`src/rtl/crc16_t_if.sv`:
```
// Byte-stream bus for crc16_t: transfer-layer side (tx_lt_*) and downstream encoder side (tx_*).
// The slave modport is the generator's view; the master modport is the driving environment.
interface crc16_t_if;
  logic       tx_lt_sop;
  logic       tx_lt_eop;
  logic       tx_lt_valid;
  logic       tx_lt_ready;
  logic [7:0] tx_lt_data;
  logic       tx_sop;
  logic       tx_eop;
  logic       tx_valid;
  logic       tx_ready;
  logic [7:0] tx_data;

  modport slave (
    input  tx_lt_sop, tx_lt_eop, tx_lt_valid, tx_lt_data, tx_ready,
    output tx_lt_ready, tx_sop, tx_eop, tx_valid, tx_data
  );

  modport master (
    output tx_lt_sop, tx_lt_eop, tx_lt_valid, tx_lt_data, tx_ready,
    input  tx_lt_ready, tx_sop, tx_eop, tx_valid, tx_data
  );
endinterface

```
`src/rtl/crc16_t.sv`:
```
// Transmit DATA-phase CRC16/USB generator: forwards PID and payload bytes through a single
// output register and appends ~CRC (low byte, then high byte with tx_eop).
module crc16_t (
  input  logic     clk,
  input  logic     rst_n,
  input  logic     tx_data_on,
  output logic     tx_sop_en,
  output logic     tx_eop_en,
  crc16_t_if.slave bus
);

  typedef enum logic [1:0] {
    S_IDLE    = 2'd0,
    S_PAYLOAD = 2'd1,
    S_CRC_LO  = 2'd2,
    S_CRC_HI  = 2'd3
  } state_t;

  // Reflected CRC16 (0xA001 form), one byte LSB-first.
  function automatic logic [15:0] crc16_next(input logic [15:0] crc, input logic [7:0] data);
    logic [15:0] c;
    c = crc ^ {8'h00, data};
    for (int i = 0; i < 8; i++) begin
      c = c[0] ? ((c >> 1) ^ 16'hA001) : (c >> 1);
    end
    return c;
  endfunction

  state_t      r_state;
  state_t      w_state_nxt;
  logic [15:0] r_crc;
  logic [15:0] w_crc_nxt;
  logic        r_valid;
  logic        r_sop;
  logic        r_eop;
  logic [7:0]  r_data;
  logic        w_slot_free;
  logic        w_lt_ready;
  logic        w_accept;
  logic        w_load;
  logic [7:0]  w_ld_data;
  logic        w_ld_sop;
  logic        w_ld_eop;
  logic        w_sop_en;

  // Upstream ready is forced low during reset so nothing is consumed before the block is live.
  assign w_slot_free = !r_valid || bus.tx_ready;
  assign w_lt_ready  = rst_n && tx_data_on && w_slot_free &&
                       ((r_state == S_IDLE) || (r_state == S_PAYLOAD));
  assign w_accept    = w_lt_ready && bus.tx_lt_valid;

  assign bus.tx_lt_ready = w_lt_ready;
  assign bus.tx_valid    = r_valid;
  assign bus.tx_sop      = r_sop;
  assign bus.tx_eop      = r_eop;
  assign bus.tx_data     = r_data;
  assign tx_sop_en       = w_sop_en;
  assign tx_eop_en       = r_valid && bus.tx_ready && r_eop;

  // Next-state, CRC update and output-register load selection.
  always_comb begin
    w_state_nxt = r_state;
    w_crc_nxt   = r_crc;
    w_load      = 1'b0;
    w_ld_data   = 8'h00;
    w_ld_sop    = 1'b0;
    w_ld_eop    = 1'b0;
    w_sop_en    = 1'b0;
    case (r_state)
      S_IDLE: begin
        if (w_accept && bus.tx_lt_sop) begin
          w_crc_nxt   = 16'hFFFF;
          w_load      = 1'b1;
          w_ld_data   = bus.tx_lt_data;
          w_ld_sop    = 1'b1;
          w_sop_en    = 1'b1;
          w_state_nxt = bus.tx_lt_eop ? S_CRC_LO : S_PAYLOAD;
        end else begin
          w_state_nxt = S_IDLE;
        end
      end
      S_PAYLOAD: begin
        if (w_accept) begin
          w_crc_nxt   = crc16_next(r_crc, bus.tx_lt_data);
          w_load      = 1'b1;
          w_ld_data   = bus.tx_lt_data;
          w_state_nxt = bus.tx_lt_eop ? S_CRC_LO : S_PAYLOAD;
        end else begin
          w_state_nxt = S_PAYLOAD;
        end
      end
      S_CRC_LO: begin
        if (w_slot_free) begin
          w_load      = 1'b1;
          w_ld_data   = ~r_crc[7:0];
          w_state_nxt = S_CRC_HI;
        end else begin
          w_state_nxt = S_CRC_LO;
        end
      end
      S_CRC_HI: begin
        if (w_slot_free) begin
          w_load      = 1'b1;
          w_ld_data   = ~r_crc[15:8];
          w_ld_eop    = 1'b1;
          w_state_nxt = S_IDLE;
        end else begin
          w_state_nxt = S_CRC_HI;
        end
      end
      default: begin
        w_state_nxt = S_IDLE;
      end
    endcase
  end

  // State and running CRC.
  always_ff @(posedge clk or negedge rst_n) begin
    if (!rst_n) begin
      r_state <= S_IDLE;
      r_crc   <= 16'hFFFF;
    end else begin
      r_state <= w_state_nxt;
      r_crc   <= w_crc_nxt;
    end
  end

  // Output register: load wins, otherwise a downstream accept empties the slot.
  always_ff @(posedge clk or negedge rst_n) begin
    if (!rst_n) begin
      r_valid <= 1'b0;
      r_sop   <= 1'b0;
      r_eop   <= 1'b0;
      r_data  <= 8'h00;
    end else if (w_load) begin
      r_valid <= 1'b1;
      r_sop   <= w_ld_sop;
      r_eop   <= w_ld_eop;
      r_data  <= w_ld_data;
    end else if (r_valid && bus.tx_ready) begin
      r_valid <= 1'b0;
    end else begin
      r_valid <= r_valid;
    end
  end

endmodule

```
`src/flat_wrapper.sv`:
```
// flat-port wrapper written by rule: the top's interface ports become plain ports
module crc16_t_flat 
  (clk, rst_n, tx_data_on, tx_sop_en, tx_eop_en, bus_tx_lt_sop, bus_tx_lt_eop, bus_tx_lt_valid, bus_tx_lt_data, bus_tx_ready, bus_tx_lt_ready, bus_tx_sop, bus_tx_eop, bus_tx_valid, bus_tx_data);
  crc16_t_if bus_i ();
  input  logic clk;
  input  logic rst_n;
  input  logic tx_data_on;
  output logic tx_sop_en;
  output logic tx_eop_en;
  input wire logic [$bits(bus_i.tx_lt_sop)-1:0] bus_tx_lt_sop;
  input wire logic [$bits(bus_i.tx_lt_eop)-1:0] bus_tx_lt_eop;
  input wire logic [$bits(bus_i.tx_lt_valid)-1:0] bus_tx_lt_valid;
  input wire logic [$bits(bus_i.tx_lt_data)-1:0] bus_tx_lt_data;
  input wire logic [$bits(bus_i.tx_ready)-1:0] bus_tx_ready;
  output wire logic [$bits(bus_i.tx_lt_ready)-1:0] bus_tx_lt_ready;
  output wire logic [$bits(bus_i.tx_sop)-1:0] bus_tx_sop;
  output wire logic [$bits(bus_i.tx_eop)-1:0] bus_tx_eop;
  output wire logic [$bits(bus_i.tx_valid)-1:0] bus_tx_valid;
  output wire logic [$bits(bus_i.tx_data)-1:0] bus_tx_data;
  assign bus_i.tx_lt_sop = bus_tx_lt_sop;
  assign bus_i.tx_lt_eop = bus_tx_lt_eop;
  assign bus_i.tx_lt_valid = bus_tx_lt_valid;
  assign bus_i.tx_lt_data = bus_tx_lt_data;
  assign bus_i.tx_ready = bus_tx_ready;
  assign bus_tx_lt_ready = bus_i.tx_lt_ready;
  assign bus_tx_sop = bus_i.tx_sop;
  assign bus_tx_eop = bus_i.tx_eop;
  assign bus_tx_valid = bus_i.tx_valid;
  assign bus_tx_data = bus_i.tx_data;
  crc16_t u_core (.clk(clk), .rst_n(rst_n), .tx_data_on(tx_data_on), .tx_sop_en(tx_sop_en), .tx_eop_en(tx_eop_en), .bus(bus_i));
endmodule
```
`config.mk`:
```
export PLATFORM = sky130hd
export DESIGN_NAME = crc16_t_flat
export DESIGN_NICKNAME = d
export VERILOG_FILES = /design/src/rtl/crc16_t_if.sv /design/src/rtl/crc16_t.sv /design/src/flat_wrapper.sv
export SDC_FILE = /design/constraint.sdc
export NUM_CORES = 1
export LEC_CHECK = 0
export CAP_MARGIN = 10
export CORE_MARGIN = 1
export CORE_UTILIZATION = 54
export CTS_CLUSTER_SIZE = 10
export DETAILED_ROUTE_END_ITERATION = 10
export GPL_ROUTABILITY_DRIVEN = 0
export MAX_ROUTING_LAYER = met4
export PLACE_DENSITY = 0.83
export RECOVER_POWER = 25
export SYNTH_ARGS = -nofsm -noshare
export SYNTH_HDL_FRONTEND = slang
export SYNTH_SLANG_ARGS = --single-unit
```
`constraint.sdc`:
```
create_clock -name clk -period 3.65 [get_ports clk]
set_input_delay 0.73 -clock clk [delete_from_list [all_inputs] [get_ports clk]]
set_output_delay 0.73 -clock clk [all_outputs]
set_load 0.02 [all_outputs]
```
# After elaboration in Yosys (flattened, before gate mapping)
# Index checks and enable logic that the tools add are counted.
# W data, S select, Z words.
[word_totals]
output_inout_bits = 14
in_bits = 15
ff_bits = 29
latch_bits = 0
n_memories = 0
mem_bits_rw = 0
romBits = 0
[classes]
eq_ne = 5
n_reduce_logical = 15
div_mod_pow = 0
mul = 0
order_cmp = 0
shifts = 0
muxes = 30
n_bitwise = 11
n_addsub = 0
[ops]
columns = ["operator", "count"]
rows = [
  ["$mux W16", 10],
  ["$mux W8", 4],
  ["$pmux W16 S2", 1],
  ["$pmux W8 S4", 1],
  ["$not A2 Y3", 8],
  ["$not A8 Y8", 2],
  ["$xor A16 B8 Y16", 1],
  ["$mux W1", 8],
  ["$mux W2", 4],
  ["$pmux W2 S4", 1],
  ["$logic_and A1 B1 Y1", 7],
  ["$eq A2 B2 Y1 const B", 2],
  ["$reduce_bool A2 Y1", 2],
  ["$pmux W1 S3", 1],
  ["$reduce_and A3 Y1", 1],
  ["$eq A2 B1 Y1 const B", 1],
  ["$logic_not A2 Y1", 1],
  ["$logic_or A1 B1 Y1", 2],
  ["$ne A2 B1 Y1 const B", 1],
  ["$ne A2 B2 Y1 const B", 1],
  ["$reduce_or A2 Y1", 1],
  ["$logic_not A1 Y1", 1],
]

# Logic depth before layout (Yosys ltp)
# Gate-level depths: netlist of run 1.
[logic_depth]
depth_word = 19
depth_mapped = 5

# Worst setup path before layout of run 1
# Ideal clock, no wire load.
[synth_timing]
path_type = "in2out"
startpoint = "input port bus_tx_ready"
endpoint = "output port tx_sop_en"
arrival_ps = 2077
path_slack_ps = 843
stages = 4
t_required_ps = 2920
path_cell_list = "nand2b_1 -> nor3b_1 -> nand4_1 -> inv_1"
[synth_via]
elab_chain_len = 7
[synth_lines]
columns = ["item", "line_no", "source"]
rows = [
  ["start: declaration", "flat_wrapper.sv:14", "input wire logic [$bits(bus_i.tx_ready)-1:0] bus_tx_ready;"],
  ["$logic_or A1 B1 Y1", "crc16_t.sv:47", "assign w_slot_free = !r_valid || bus.tx_ready;"],
  ["$logic_and A1 B1 Y1 (2 in series)", "crc16_t.sv:48", "assign w_lt_ready = rst_n && tx_data_on && w_slot_free &&"],
  ["named net bus_tx_lt_ready", "flat_wrapper.sv:15", "output wire logic [$bits(bus_i.tx_lt_ready)-1:0] bus_tx_lt_ready;"],
  ["$logic_and A1 B1 Y1", "crc16_t.sv:50", "assign w_accept = w_lt_ready && bus.tx_lt_valid;"],
  ["$logic_and A1 B1 Y1", "crc16_t.sv:71", "if (w_accept && bus.tx_lt_sop) begin"],
  ["$mux W1", "crc16_t.sv:71", ""],
  ["$mux W1", "crc16_t.sv:69", "case (r_state)"],
  ["end: declaration", "flat_wrapper.sv:8", "output logic tx_sop_en;"],
]
# The timed path passes the listed nets, and every way through them passes these cells.

# Final worst setup path of run 1
[layout_timing]
startpoint = "input port bus_tx_ready"
endpoint = "output port tx_sop_en"
[layout_via]
elab_chain_len = 7
[layout_lines]
columns = ["item", "line_no"]
rows = [
  ["$logic_or A1 B1 Y1", "crc16_t.sv:47"],
  ["$logic_and A1 B1 Y1 (2 in series)", "crc16_t.sv:48"],
  ["$logic_and A1 B1 Y1", "crc16_t.sv:50"],
  ["$logic_and A1 B1 Y1", "crc16_t.sv:71"],
  ["$mux W1", "crc16_t.sv:71"],
  ["$mux W1", "crc16_t.sv:69"],
]
# Every way passes these cells.

==> results of run 1 <==
[power by group through the flow]
stage | combinational, mW | clock [mW] | sequential [mW]
final | 0.967 | 0.180 | 0.694
after global routing | 1.06 | 0.197 | 0.724
after CTS | 0.976 | 0.185 | 0.692
after detailed placement | 0.968 | 0 | 0.697
after global placement | 0.952 | 0 | 0.682
after floorplan | 0.687 | 0 | 0.704
[metrics by stage]
stage	cell area (µm²)	std cells	setup slack (ns)
after CTS	1860	193	0.332
after detailed placement	1810	185	0.338
after global placement	1810	185	0.422
after global routing	1850	193	0.183
final	1850	193	0.315
after floorplan	1480	130	0.843
[per-layer routing]
layer  part of all wire  GRT usage
met1               0.44      0.318
met2               0.48      0.374
met3              0.062     0.0917
met4              0.020      0.103
met5                  0          -
[final cells by class]
class	count	area (µm²)
well taps	30	37.5
multi-input cells	93	712
flip-flops and latches	29	746
repair buffers	32	307
inverters	1	3.75
fillers	194	691
clock buffers	8	48.8
[cells by family (layout without fill, tap and decap cells)]
group / Yosys count / after routing / share of synthesized area
compound gates: 39 / 39 / 0.195
xor+xnor: 21 / 21 / 0.163
buf+inv: 8 / 41 / 0.0220
flops: 29 / 29 / 0.503
simple gates: 33 / 33 / 0.117
[how the worst max path moves through the flow]
stage                             from   endpoint  slack, ns
after floorplan           bus_tx_ready  tx_sop_en       0.84
after global routing      bus_tx_ready  tx_sop_en       0.18
final                     bus_tx_ready  tx_sop_en       0.32
after global placement    bus_tx_ready  tx_sop_en       0.42
after detailed placement  bus_tx_ready  tx_sop_en       0.34
after CTS                 bus_tx_ready  tx_sop_en       0.33
[worst register-to-register path, stage by stage (launching register included)]
cell and delay, ns:
dfrtp_1 0.68, o21ai_0 0.52, nor2_1 0.08, o21ai_1 0.69
a221o_1 0.28
[Yosys cell counts (all sizes together)]
cell type / instances
xnor3: 3
xor2: 5
dfstp: 16
nand2: 4
a31oi: 1
o221ai: 1
nor4b: 1
a211oi: 8
nand4: 1
buf: 3
o21ai: 3
dfrtp: 13
a21oi: 11
nand3: 3
clkbuf: 4
and3: 2
nor2b: 8
xnor2: 13
a221o: 8
nand2b: 1
o22a: 6
nor3b: 1
inv: 1
a32o: 1
nor2: 12
[flip-flops by register name, summed over array words and instances, names as in the netlist]
signal	count
u_core.bus.tx_valid	1
u_core.r_crc	16
u_core.bus.tx_sop	1
u_core.bus.tx_data	8
u_core.r_state	2
u_core.bus.tx_eop	1
==> reports/metrics.cfg, run 1 <==
[run_status]
status = completed

[layout]
diodes = 0
fin_util = 0.729
mostFrequentLayoutCells = clkdlybuf4s50_1 (27), dfstp_2 (16), dfrtp_1 (13)
layout-drive-gt1-share = 0.178
final_common_cell = clkdlybuf4s50_1
layout-area-overhead-vs-synth_pct = 25.2
nets = 177

[route]
vias = 1147
drt_iter0_markers = 34
viasPerCell = 5.94
drc = 0
ant_nets = 0
wl_per_cell_um = 15.9
drtPass1Iterations = 4
drt_wl_total_mm = 3.07

[clock_network]
cts_buffers = 5
clock_latency_ns = 0.33
h-tree-depth = 2
cts_buffer_depth = 2
holdBufCountCts = 0
cts_sinks = 29
cts_resized = 0
clkSlewWorstSetupHoldPaths_ns = 0.09
cts_root_buf = clkbuf_4
cts_setup_buffers = 0
cts_tree = built

[critical_path]
crit_buf_inv = 3
critPathRequiredTime_ns = 2.92
crit_family = buffers and inverters
cp_slowest_stage_delay_ns = 0.59
r2r_setup_slack_ns = 1.34
crit_type = in2out
cp.depth = 6
worstPathMaxFanout = 7
start_kind = input port
cp-end-kind = output pin
r2r.worst_path.cells = 4
crit_arrival_ns = 2.60
cpMostUsedCell = clkdlybuf4s50_1
crit_path_cell_trace = clkdlybuf4s50_1, nand2b_1, nor3b_1, nand4_1, inv_1, clkdlybuf4s50_1
r2r-end = u_core.bus.tx_data[5]
worst_path_max_delay_cell = clkdlybuf4s50_1
r2r-start = u_core.r_state[0]

[min_path]
hold_start = u_core.r_crc[10]
worstHoldPathCells = 2
hold_end = u_core.r_crc[10]
hold_class = reg2reg

[logic_synthesis]
yosysSeqAreaShare = 0.503
yosysWarnings = 0
synth_fp_nets = 145
synth_top_area_share = 0.284
syn_area_per_cell_um2 = 11.4
ys_ff_latch = 29
netlist_area_mm2 = 0.00148
yosys-top-cells-area = dfstp_2 (28%), dfrtp_1 (22%), xnor2_1 (7.1%)
syn_inst = 130
synth.distinct_cells = 31
synth_area_leader_cell = dfstp_2

[global_routing]
global_route.overflow_total = 0
track_usage = 0.254
grt_antenna_before_repair = 0
grt_max_degree = 30
grt_pass1_vias = 1037
grt_pass1_wl_mm = 4.86

[pwr]
pwr-share-seq = 0.377
p_leak_nw = 0.739
ir_drop_uv = 624
intPower_mw = 1.15
swShare = 0.374
switchingPower_uw = 688
power_mw = 1.84
pwr-share-comb = 0.525
powerDensity_mw_per_mm2 = 993
p_clk_frac = 0.098

[sta]
hold_viol = 0
tns_ns = 0
relSlewSlack = 0.0105
setup_viol = 0
min_period_over_period = 0.914
whs_ns = 0.515
tightest_slew_ns = 1.48
rsz0062_at_grt = false
final_max_slew_viol_count = 0
post-route-min-period_ns = 3.33
fin_worst_skew_ns = 0.00661
fmax_mhz = 300

[floorplan]
die_y_um = 54.4
rows = 18
die_x_um = 54.4
die_area_mm2 = 0.00296
ios = 29
coreArea_mm2 = 0.00254
start_util = 0.582

[place]
place.port_buffers = 28
place_hpwl_mm = 2.12

[job]
maxCapViolations = 0

Power figures use the tool's default switching activity.
==> run 2, diff against run 1 <==
--- a/config.mk
+++ b/config.mk
@@ -10,7 +10,7 @@
 export CORE_UTILIZATION = 54
 export CTS_CLUSTER_SIZE = 10
 export DETAILED_ROUTE_END_ITERATION = 10
-export GPL_ROUTABILITY_DRIVEN = 0
+export GPL_ROUTABILITY_DRIVEN = 1
 export MAX_ROUTING_LAYER = met4
 export PLACE_DENSITY = 0.83
 export RECOVER_POWER = 25
==> results of run 2 <==
Final layout, timing and power as in run 1 (identical DEF).
